$ cat src/rtl/image_pkg.sv
`default_nettype none
// ============================================================================
// Module      : image_pkg
// Description : Shared definitions for the image frame receiver: default
//               geometry, address-width helper and receiver state type.
// Revision    : 1.0  initial release
// ============================================================================
package image_pkg;

    localparam int c_img_width_default  = 320;
    localparam int c_img_height_default = 240;
    localparam int c_pix_w_default      = 12;

    // Bits needed to address `depth` locations; never less than one bit so
    // degenerate geometries still produce a legal vector.
    function automatic int addr_w(input int depth);
        return (depth > 1) ? $clog2(depth) : 1;
    endfunction

    typedef enum logic [1:0] {
        IDLE    = 2'd0,
        SYNC    = 2'd1,
        CAPTURE = 2'd2,
        DONE    = 2'd3
    } rx_state_t;

endpackage
`default_nettype wire

$ cat src/rtl/pixel_addr_counter.sv
`default_nettype none
// ============================================================================
// Module      : pixel_addr_counter
// Description : Column / row / linear pixel counters for one frame.
//               clear has priority over inc. last is high while the counters
//               point at the final pixel of the frame; an increment there
//               wraps everything back to zero.
// Ports       : clk, reset      - clock, synchronous active-high reset
//               clear           - force counters to zero
//               inc             - advance by one pixel
//               count           - linear address (y*IMG_WIDTH + x)
//               last            - current position is the final pixel
// Revision    : 1.0  initial release
// ============================================================================
module pixel_addr_counter
    import image_pkg::*;
#(
    parameter int IMG_WIDTH  = c_img_width_default,
    parameter int IMG_HEIGHT = c_img_height_default
) (
    input  logic                                    clk,
    input  logic                                    reset,
    input  logic                                    clear,
    input  logic                                    inc,
    output logic [addr_w(IMG_WIDTH*IMG_HEIGHT)-1:0] count,
    output logic                                    last
);

    localparam int c_xw = addr_w(IMG_WIDTH);
    localparam int c_yw = addr_w(IMG_HEIGHT);
    localparam int c_aw = addr_w(IMG_WIDTH * IMG_HEIGHT);

    logic [c_xw-1:0] r_x;
    logic [c_yw-1:0] r_y;
    logic [c_aw-1:0] r_lin;
    logic            w_x_end;
    logic            w_y_end;

    assign w_x_end = (r_x == c_xw'(IMG_WIDTH - 1));
    assign w_y_end = (r_y == c_yw'(IMG_HEIGHT - 1));

    always_ff @(posedge clk) begin
        if (reset || clear) begin
            r_x   <= '0;
            r_y   <= '0;
            r_lin <= '0;
        end else if (inc) begin
            if (w_x_end) begin
                r_x <= '0;
                r_y <= w_y_end ? '0 : r_y + 1'b1;
            end else begin
                r_x <= r_x + 1'b1;
            end
            // Linear counter tracks y*IMG_WIDTH+x without a multiplier.
            r_lin <= (w_x_end && w_y_end) ? '0 : r_lin + 1'b1;
        end
    end

    assign count = r_lin;
    assign last  = w_x_end && w_y_end;

endmodule
`default_nettype wire

$ cat src/rtl/image_frame_receiver.sv
`default_nettype none
// ============================================================================
// Module      : image_frame_receiver
// Description : Receives a raster-ordered pixel stream and writes it into a
//               linear frame buffer. A frame_reset strobe arms the receiver,
//               pixels are captured until the frame is full, then a one-cycle
//               image_ready pulse accompanies the final write.
// Ports       : clk, reset                    - clock, sync active-high reset
//               frame_reset                   - sender frame-restart strobe
//               pixel_valid, pixel_in         - incoming pixel stream
//               wr_en, wr_addr, wr_data       - frame buffer write port
//               image_ready                   - frame complete pulse
//               busy                          - high in SYNC or CAPTURE
//               overrun                       - (IMG_RECV_OVERRUN_EN only)
//                                               sticky pixel-while-idle flag
// Config      : define IMG_RECV_OVERRUN_EN to add the overrun output.
// Revision    : 1.0  initial release
// ============================================================================
module image_frame_receiver
    import image_pkg::*;
#(
    parameter int IMG_WIDTH  = c_img_width_default,
    parameter int IMG_HEIGHT = c_img_height_default,
    parameter int PIX_W      = c_pix_w_default
) (
    input  logic                                    clk,
    input  logic                                    reset,
    input  logic                                    frame_reset,
    input  logic                                    pixel_valid,
    input  logic [PIX_W-1:0]                        pixel_in,
    output logic                                    wr_en,
    output logic [addr_w(IMG_WIDTH*IMG_HEIGHT)-1:0] wr_addr,
    output logic [PIX_W-1:0]                        wr_data,
    output logic                                    image_ready,
    output logic                                    busy
`ifdef IMG_RECV_OVERRUN_EN
    ,
    output logic                                    overrun
`endif
);

    localparam int c_aw = addr_w(IMG_WIDTH * IMG_HEIGHT);

    rx_state_t        r_state;
    logic             r_wr_en;
    logic [c_aw-1:0]  r_wr_addr;
    logic [PIX_W-1:0] r_wr_data;
    logic             r_image_ready;
    logic [c_aw-1:0]  w_count;
    logic             w_last;
    logic             w_accept;
    logic             w_clear;

    // frame_reset wins over a simultaneous pixel in CAPTURE.
    assign w_accept = (r_state == CAPTURE) && pixel_valid && !frame_reset;
    // Counter sits at zero everywhere outside CAPTURE and on an abort.
    assign w_clear  = (r_state != CAPTURE) || frame_reset;

    pixel_addr_counter #(
        .IMG_WIDTH  (IMG_WIDTH),
        .IMG_HEIGHT (IMG_HEIGHT)
    ) u_addr_counter (
        .clk   (clk),
        .reset (reset),
        .clear (w_clear),
        .inc   (w_accept),
        .count (w_count),
        .last  (w_last)
    );

    always_ff @(posedge clk) begin
        if (reset) begin
            r_state       <= IDLE;
            r_wr_en       <= 1'b0;
            r_wr_addr     <= '0;
            r_wr_data     <= '0;
            r_image_ready <= 1'b0;
        end else begin
            r_wr_en       <= 1'b0;
            r_image_ready <= 1'b0;
            case (r_state)
                IDLE: begin
                    if (frame_reset) r_state <= SYNC;
                end
                SYNC: begin
                    if (!frame_reset) r_state <= CAPTURE;
                end
                CAPTURE: begin
                    if (frame_reset) begin
                        r_state <= SYNC;
                    end else if (pixel_valid) begin
                        r_wr_en   <= 1'b1;
                        r_wr_addr <= w_count;
                        r_wr_data <= pixel_in;
                        if (w_last) begin
                            r_state       <= DONE;
                            r_image_ready <= 1'b1;
                        end
                    end
                end
                DONE: begin
                    r_state <= frame_reset ? SYNC : IDLE;
                end
                default: r_state <= IDLE;
            endcase
        end
    end

    assign wr_en       = r_wr_en;
    assign wr_addr     = r_wr_addr;
    assign wr_data     = r_wr_data;
    assign image_ready = r_image_ready;
    assign busy        = (r_state == SYNC) || (r_state == CAPTURE);

`ifdef IMG_RECV_OVERRUN_EN
    logic r_overrun;
    logic w_enter_sync;

    assign w_enter_sync = frame_reset && (r_state != SYNC);

    // Entering SYNC starts a fresh frame, so it clears the flag even if a
    // stray pixel arrives on the same cycle.
    always_ff @(posedge clk) begin
        if (reset) begin
            r_overrun <= 1'b0;
        end else if (w_enter_sync) begin
            r_overrun <= 1'b0;
        end else if (pixel_valid && ((r_state == IDLE) || (r_state == DONE))) begin
            r_overrun <= 1'b1;
        end
    end

    assign overrun = r_overrun;
`endif

endmodule
`default_nettype wire
$ cat config.mk
export PLATFORM = sky130hd
export DESIGN_NAME = image_frame_receiver
export DESIGN_NICKNAME = d
export VERILOG_FILES = /design/src/rtl/image_pkg.sv /design/src/rtl/pixel_addr_counter.sv /design/src/rtl/image_frame_receiver.sv
export SDC_FILE = /design/constraint.sdc
export NUM_CORES = 1
export LEC_CHECK = 0
export CORE_MARGIN = 4
export CORE_UTILIZATION = 60
export CTS_CLUSTER_SIZE = 28
export DETAILED_ROUTE_END_ITERATION = 8
export DONT_BUFFER_PORTS = 1
export GPL_ROUTABILITY_DRIVEN = 0
export PLACE_DENSITY = 0.85
export RECOVER_POWER = 50
export SKIP_CTS_REPAIR_TIMING = 1
export SYNTH_ARGS = -nofsm -noshare
export SYNTH_HDL_FRONTEND = slang
export SYNTH_SLANG_ARGS = --single-unit
$ cat constraint.sdc
create_clock -name clk -period 2.47 [get_ports clk]
set_clock_uncertainty 0.2 [all_clocks]
set_input_delay 0.741 -clock clk [delete_from_list [all_inputs] [get_ports clk]]
set_output_delay 0.741 -clock clk [all_outputs]
set_load 0.05 [all_outputs]
---- Yosys cells after proc, flatten, opt, wreduce, memory -nomap -nowiden ----
Index checks and enable logic that the tools add are counted.
storage, ports and cells
  output and inout port bits .............. 32
  flip-flop bits (word level) ............. 67
  logic and storage cells ................. 49
cells by class
  bitwise operators ....................... 3
  muxes and demuxes ....................... 12
  reduce and logical (&&, ||, !) cells .... 13
  $add $sub $neg .......................... 3
  equality and inequality tests ........... 10
operators by type and width
  cell                                                                     number
  17-bit by 1-bit adder with 17-bit output, second input constant          1
  17-bit 2-to-1 mux                                                        1
  2-bit 2-to-1 mux                                                         5
  9-bit by 1-bit adder with 9-bit output, second input constant            1
  9-bit == test, second input constant                                     1
  9-bit 2-to-1 mux                                                         1
  8-bit by 1-bit adder with 8-bit output, second input constant            1
  8-bit == test, second input constant                                     1
  8-bit 2-to-1 mux                                                         1
  2-bit one-hot mux with 4 select lines                                    1
  2-bit inequality test, second input constant                             3
  2-bit == test, second input constant                                     2
  4-bit AND reduction                                                      1
  4-bit OR reduction                                                       1
  1-bit logical AND                                                        3
  1-bit logical OR                                                         3
  1-bit 2-to-1 mux                                                         3
  3-bit by 2-bit inequality test with 1-bit output, second input constant  1
  3-bit inequality test, second input constant                             1
  1-bit NOT                                                                3
  3-bit AND reduction                                                      1
  3-bit OR reduction                                                       1
  2-bit by 1-bit == test with 1-bit output, second input constant          1
  2-bit zero test                                                          1
  other kinds (2)                                                          2

---- Depth between registers and ports, before layout ----
Gate-level depths: netlist (run 1).
  word-level depth ........................ 6
  depth in mapped cells ................... 8
  gate-level depth less buffers ........... 7

---- Modules after synthesis ----
A second synthesis (run 1) with hierarchy kept.
unflattened totals
  cell total of the unflattened synthesis .. 353
  area total of the unflattened synthesis .. 2939.1 µm²
modules (own cells, without submodules)
  module                area each (µm²)  cells an instance  times used  seq. area each (µm²)
  pixel_addr_counter    1655.3           199                1           680.7
  image_frame_receiver  1283.7           154                1           660.6

---- Least setup slack after synthesis (run 1) ----
OpenSTA, ideal clock, no wires.
  kind .................................... input-to-reg
  from .................................... input pixel_valid
  to ...................................... register u_addr_counter.r_y[7]
  cell stages on the path ................. 7
  required time ........................... 2.155 ns
  arrival ................................. 1.776 ns
  slack ................................... 0.379 ns
  setup time .............................. 0.115 ns
  cells stage by stage .................... buf_2 -> and3b_1 -> buf_4 -> nand3_4 -> nor4_2 -> xnor2_1 -> nor2_1
on the way
  cells in the longest elaborated chain, start to end .. 3
ends and longest elaborated chain
  item                                  line                        RTL
  from (decl)                           image_frame_receiver.sv:29  input logic pixel_valid,
  1-bit logical AND (2 in a row)        image_frame_receiver.sv:55  assign w_accept = (r_state == CAPTURE) && pixel_valid && !frame_reset;
  2-bit AND reduction (no source line)  -
  to (signal assigned)                  pixel_addr_counter.sv:50    r_y <= w_y_end ? '0 : r_y + 1'b1;
  to (decl)                             pixel_addr_counter.sv:34    logic [c_yw-1:0] r_y;
Every way passes these cells.
A chain may end at the register's enable or synchronous reset.

---- Worst setup path after layout (run 1) ----
  from .................................... register r_state[0]
  to ...................................... output busy
on the way
  cells in the longest elaborated chain, start to end .. 2
  elaborated cells on any way between the ends .. 3
  those cells by class .................... eq/ne (2); reduce/logical (1)
ends and longest elaborated chain
  item                                                                              line                         RTL
  from (decl)                                                                       image_frame_receiver.sv:44   rx_state_t r_state;
  from (signal assigned)                                                            image_frame_receiver.sv:102  r_state <= frame_reset ? SYNC : IDLE;
  2-bit by 1-bit == test with 1-bit output / 2-bit == test (equally long branches)  image_frame_receiver.sv:113  assign busy = (r_state == SYNC) || (r_state == CAPTURE);
  1-bit logical OR *                                                                image_frame_receiver.sv:113
  to (decl)                                                                         image_frame_receiver.sv:35   output logic busy
Mark *: on every way between the ends. The rest lies on a longest branch, timed or not.

==> results of run 1 <==
layout make-up:
cell class / count / share of cell area (%)
inverters: 5 / 0.6022
clock buffers: 12 / 5.299
clock inverters: 4 / 1.525
flip-flops and latches: 67 / 43.04
multi-input cells: 248 / 46.09
repair buffers: 6 / 1.365
well taps: 52 / 2.088
worst min-delay path by stage:
stage / to / depth (start not counted) / slack, ns / start
floorplan: wr_addr[16] / 2 / 0.24 / u_addr_counter.count[16]
CTS: wr_data[11] / 1 / 0.25 / reset
detailed placement: wr_addr[16] / 2 / 0.26 / u_addr_counter.count[16]
finish: wr_data[11] / 1 / 0.26 / reset
global route: wr_data[11] / 1 / 0.24 / reset
global placement: wr_addr[16] / 2 / 0.25 / u_addr_counter.count[16]
placed cells by master, fill, tap and decap left out, types with 3 or more instances in the layout:
master / instances
inv_1: 5
buf_4: 5
clkbuf_8: 12
nand3_1: 11
nand2_1: 75
nor2_1: 39
dfxtp_1: 67
o21ai_0: 3
nand4_1: 6
mux2i_1: 3
ha_1: 7
nor3_1: 5
xnor2_1: 11
and3_1: 4
a21oi_1: 37
xor2_1: 14
worst max-delay path: cells and delay by family (launching register included):
family / cells / cell delay (ns)
adder cells (fa/ha/maj): 1 / 0.50
buffers and inverters: 1 / 0.13
flip-flops: 1 / 0.42
power groups by stage:
stage	combinational [mW]	clock [mW]	sequential, mW
6_report	0.253	0.953	1.17
5_1_grt	0.277	1.02	1.17
4_1_cts	0.250	0.968	1.17
3_5_place_dp	0.249	0	1.19
3_3_place_gp	0.234	0	1.19
2_1_floorplan	0.215	0	1.18
state kept, by name, indices dropped and copies added, names as in the netlist:
| name | cells |
|---|---|
| u_addr_counter.r_y | 8 |
| wr_data | 12 |
| r_state | 2 |
| wr_en | 1 |
| image_ready | 1 |
| u_addr_counter.r_x | 9 |
| u_addr_counter.count | 17 |
| wr_addr | 17 |
routing by layer:
metal | vias to the layer above | track usage (%) | wire [um]
met2 | 58 | 36.01 | 2988
li1 | 1131 | - | -
met3 | 12 | 6.089 | 285
met1 | 1072 | 23.28 | 2434
met5 | - | 0 | 0
met4 | 0 | 10.14 | 118
cell families (layout without fill, tap and decap cells):
kind of cell / after synthesis / count (layout) / share of synthesized area, %
XOR/XNOR: 25 / 25 / 7.625
multiplexers: 4 / 4 / 1.438
flip-flops: 67 / 67 / 46.71
AND/OR/NAND/NOR: 164 / 164 / 28.98
adder cells (fa/ha/maj): 8 / 8 / 3.486
buffers and inverters: 20 / 27 / 2.919
AO/OA/AOI/OAI: 47 / 47 / 8.846
through the flow:
step | power [mW] | setup WS [ns] | instance area, um^2 | hold WS (ns) | cells
after floorplan | 1.400 | 0.3789 | 2872 | 0.2437 | 335
after detailed placement | 1.441 | 0.2738 | 2917 | 0.2626 | 378
after CTS | 2.385 | 0.04710 | 3129 | 0.2479 | 394
after global placement | 1.424 | 0.3335 | 2917 | 0.2506 | 378
final | 2.373 | 0.1435 | 3117 | 0.2606 | 394
after global routing | 2.466 | 0.06042 | 3117 | 0.2357 | 394
==> impl_metrics.yaml, run 1 <==
status:
  outcome: "complete, no violations"
layout:
  antenna_cells: 0
  fillCellCount: 356
  syn2layout_area_growth_pct: 8.540
  final_nets: 361
  ff_latch_area_mm2: 0.001341
  final_util_pct: 69.19
  multi_input_area_mm2: 0.001436
  layout-drive-gt1-share_pct: 9.649
grt:
  grt_use_total_pct: 20.84
  grt_pass1_vias: 2228
  grt_pass1_wl_um: 10040
  overflow: 0
  antenna_found_initial: 0
  grt_max_degree: 36
setup_path:
  critical_path.max_fanout: 6
  slowest_delay_ns: 0.50
  r2r_end: "u_addr_counter.r_y[6]"
  critPathArrivalTime_ns: 1.39
  r2r_slack_ns: 0.27
  end_kind: "output pin"
  worstPathCellList: "inv_1 > ha_2"
  start_kind: "flip-flop"
  crit_path_top_delay_cell: "ha_2"
  critical_path_class: "flip-flop to output pin"
  worstPathRequired_ns: 1.53
  r2r-start: "r_state[0]"
  r2r_cells: 7
  crit_path_start: "r_state[0]"
  cp-endpoint: "busy"
synth:
  synth_area_leaders: "dfxtp_1 (47%), nand2_1 (9.8%), a21oi_1 (6.4%)"
  synth_top_area_share_pct: 46.71
  synth_warnings: 0
  synthTopCellsByCount: "nand2_1 (75), dfxtp_1 (67), nor2_1 (39)"
  synth_top_area_cell: "dfxtp_1"
  synth.net_count: 359
  synth_edf_count: 0
  async_flop_share_pct: 0
  avgSynthCellArea_um2: 8.572
  synth_top_flop_cell: "dfxtp_1"
  seq_area_frac_synth_pct: 46.71
  synth_cell_type_count: 45
  netlist_area_mm2: 0.002872
  yosysMostFrequentCell: "nand2_1"
  netlist_instances: 335
  synth-seq-cells: 67
clock_network:
  clk_latency_ns: 0.34
  cts_buffers: 9
  root_buffer: "clkbuf_8"
  cts_max_level: 3
  clock_path_buffers: 2
  cts_tree: "done"
  cts.sinks: 67
  clk_pin_slew_ns: 0.07
timing:
  max_slew_margin_pct: 54.20
  fin_tns_setup_ns: 0
  rsz0062_at_grt: "no"
  hold_viol: 0
  min_period_ns: 2.326
  finalSetupViolCount: 0
  fmax_ghz: 0.4298
  post-route-period-util_pct: 94.19
  tightest_slew_ns: 0.6870
  slew_viol_final: 0
floorplan:
  fp-row-count: 24
  core-area_mm2: 0.004504
  die_w_um: 77.18
  die-area_mm2: 0.005957
  initial_utilization_pct: 63.75
  io_pins: 48
  die_y_um: 77.18
placed_design:
  dp_hpwl_um: 3923
  port_buffers: 0
power:
  clkPwrFrac_pct: 40.2
  p_switching_mw: 0.6409
  power.share.switching_pct: 27.01
  internal-power_mw: 1.732
  power.leakage_nw: 1.059
  ir_worst_vdd_uv: 571.3
  powerDensity_mw_per_mm2: 761.3
  p_comb_share_pct: 10.7
  sequentialPowerShare_pct: 49.2
drt:
  antenna_left: 0
  drtIter0Drc: 146
  viasPerCell: 5.769
  wirelength_um: 5826
  drc: 0
  routed-via-count: 2273
  wl_per_cell_um: 14.79
  first_pass_iters: 4
run:
  drv_cap: 0
min_path:
  hp-class: "primary input to flip-flop"
Note: power is estimated with default switching activity, not from simulation.
==> run 2: changes to the inputs <==
- REMOVE_ABC_BUFFERS: not set -> 1
- SLEW_MARGIN: not set -> 40
==> run 2 against run 1 <==
Against the previous run: non-clock buffer count did not move; via count is 0.84% lower; routed wire length down 6.6%; largest power group unchanged; power increased by 1.9%; utilization increased by 0.44 points; highest routed layer unchanged; final area up 0.64%; worst hold slack lost 0.0085 ns; register-to-register slack barely moved; critical endpoint unchanged; maximum frequency down 1.1%; final cell count is the same; critical path type unchanged; die area is the same; critical path depth unchanged.
==> impl_metrics.yaml, run 2 (same netlist as run 1, synthesis figures left out) <==
status:
  outcome: "complete, no violations"
power:
  sequentialPowerShare_pct: 48.4
  p_switching_mw: 0.6564
  power.leakage_nw: 1.063
  p_comb_share_pct: 10.2
  internal-power_mw: 1.761
  ir_worst_vdd_uv: 568.2
  power.share.switching_pct: 27.16
  power_mw: 2.417
  clkPwrFrac_pct: 41.5
  powerDensity_mw_per_mm2: 770.6
layout:
  syn2layout_area_growth_pct: 9.238
  final_common_cell: "nand2_1"
  layout-drive-gt1-share_pct: 9.649
  ff_latch_area_mm2: 0.001341
  final_cell_mix: "nand2_1 (75), dfxtp_1 (67), nor2_1 (39)"
  postLayoutCellArea_mm2: 0.003137
  fillCellCount: 352
  stdcell_count: 394
  antenna_cells: 0
  multi_input_area_mm2: 0.001449
  final_nets: 361
floorplan:
  core-area_mm2: 0.004504
  die-area_mm2: 0.005957
  fp-row-count: 24
  io_pins: 48
  initial_utilization_pct: 63.75
  die_w_um: 77.18
  die_y_um: 77.18
timing:
  finalSetupViolCount: 0
  max_slew_margin_pct: 54.92
  fin_tns_setup_ns: 0
  post-route-period-util_pct: 95.20
  min_period_ns: 2.351
  rsz0062_at_grt: "no"
  hold_viol: 0
  tightest_slew_ns: 0.6762
  finalWorstSetupSlack_ns: 0.1185
  slew_viol_final: 0
  fmax_ghz: 0.4253
placed_design:
  dp_hpwl_um: 3747
  dp_cells: 378
  port_buffers: 0
  pre_cts_ws_ns: 0.2944
  placed_area_mm2: 0.002917
clock_network:
  cts_tree: "done"
  clk_pin_slew_ns: 0.07
  cts.sinks: 67
  root_buffer: "clkbuf_8"
  clk_latency_ns: 0.34
  clock_path_buffers: 2
  cts_max_level: 3
  cts_buffers: 9
grt:
  overflow: 0
  grt_pass1_wl_um: 9252
  antenna_found_initial: 0
  grt_use_total_pct: 19.30
  grt_pass1_vias: 2092
  grt_max_degree: 36
drt:
  wirelength_um: 5444
  drc: 0
  antenna_left: 0
  viasPerCell: 5.721
  wl_per_cell_um: 13.82
  first_pass_iters: 4
  routed-via-count: 2254
  drtIter0Drc: 95
min_path:
  whs_path_depth: 1
  worstHoldStart: "reset"
  hp-class: "primary input to flip-flop"
setup_path:
  end_kind: "output pin"
  r2r_cells: 7
  critical_path.max_fanout: 6
  crit_path_start: "r_state[1]"
  start_kind: "flip-flop"
  critical_path_class: "flip-flop to output pin"
  worstPathRequired_ns: 1.53
  critPathArrivalTime_ns: 1.41
  r2r-start: "r_state[0]"
run:
  drv_cap: 0
## run 2: area by class of cell
cell class	instances	share of cell area [%]
clock buffer	9	3.949
clock inverter	7	3.191
inverter	5	0.5983
multi-input combinational	248	46.19
sequential	67	42.76
tap	52	2.074
timing repair buffer	6	1.237
## run 2: critical path, cell delays in order (launching register included)
cell and delay [ns]:
dfxtp_1 0.45, inv_1 0.12, ha_2 0.50
## run 2: metal layers
metal  GRT usage (%)  share of wire [%]  vias to the layer above
met1           21.42                 43                     1052
met3           9.251                7.2                       12
met2           32.04                 48                       54
met4           6.940                1.8                        0
li1                -                  -                     1136
met5               0                  0                        -
## run 2: power by group through the flow
stage	combinational (mW)	sequential, mW	clock, mW
after floorplan	0.197	1.18	0
after global placement	0.236	1.19	0
after detailed placement	0.243	1.19	0
after CTS	0.243	1.17	1.03
after global routing	0.273	1.17	1.08
final	0.246	1.17	1.00
## run 2: worst paths after layout
kind | endpoint | slack [ns]
max | busy | 0.12
min | wr_addr[4] | 0.25
min reg2reg | wr_addr[16] | 0.27
max reg2reg | u_addr_counter.count[9] | 0.26
## run 2: per-stage QoR
stage | hold WS [ns] | util (%)
floorplan | 0.2375 | -
global route | 0.2214 | 69.64
detailed placement | 0.2525 | 64.75
finish | 0.2521 | 69.64
global placement | 0.2493 | 64.75
CTS | 0.2403 | 69.72
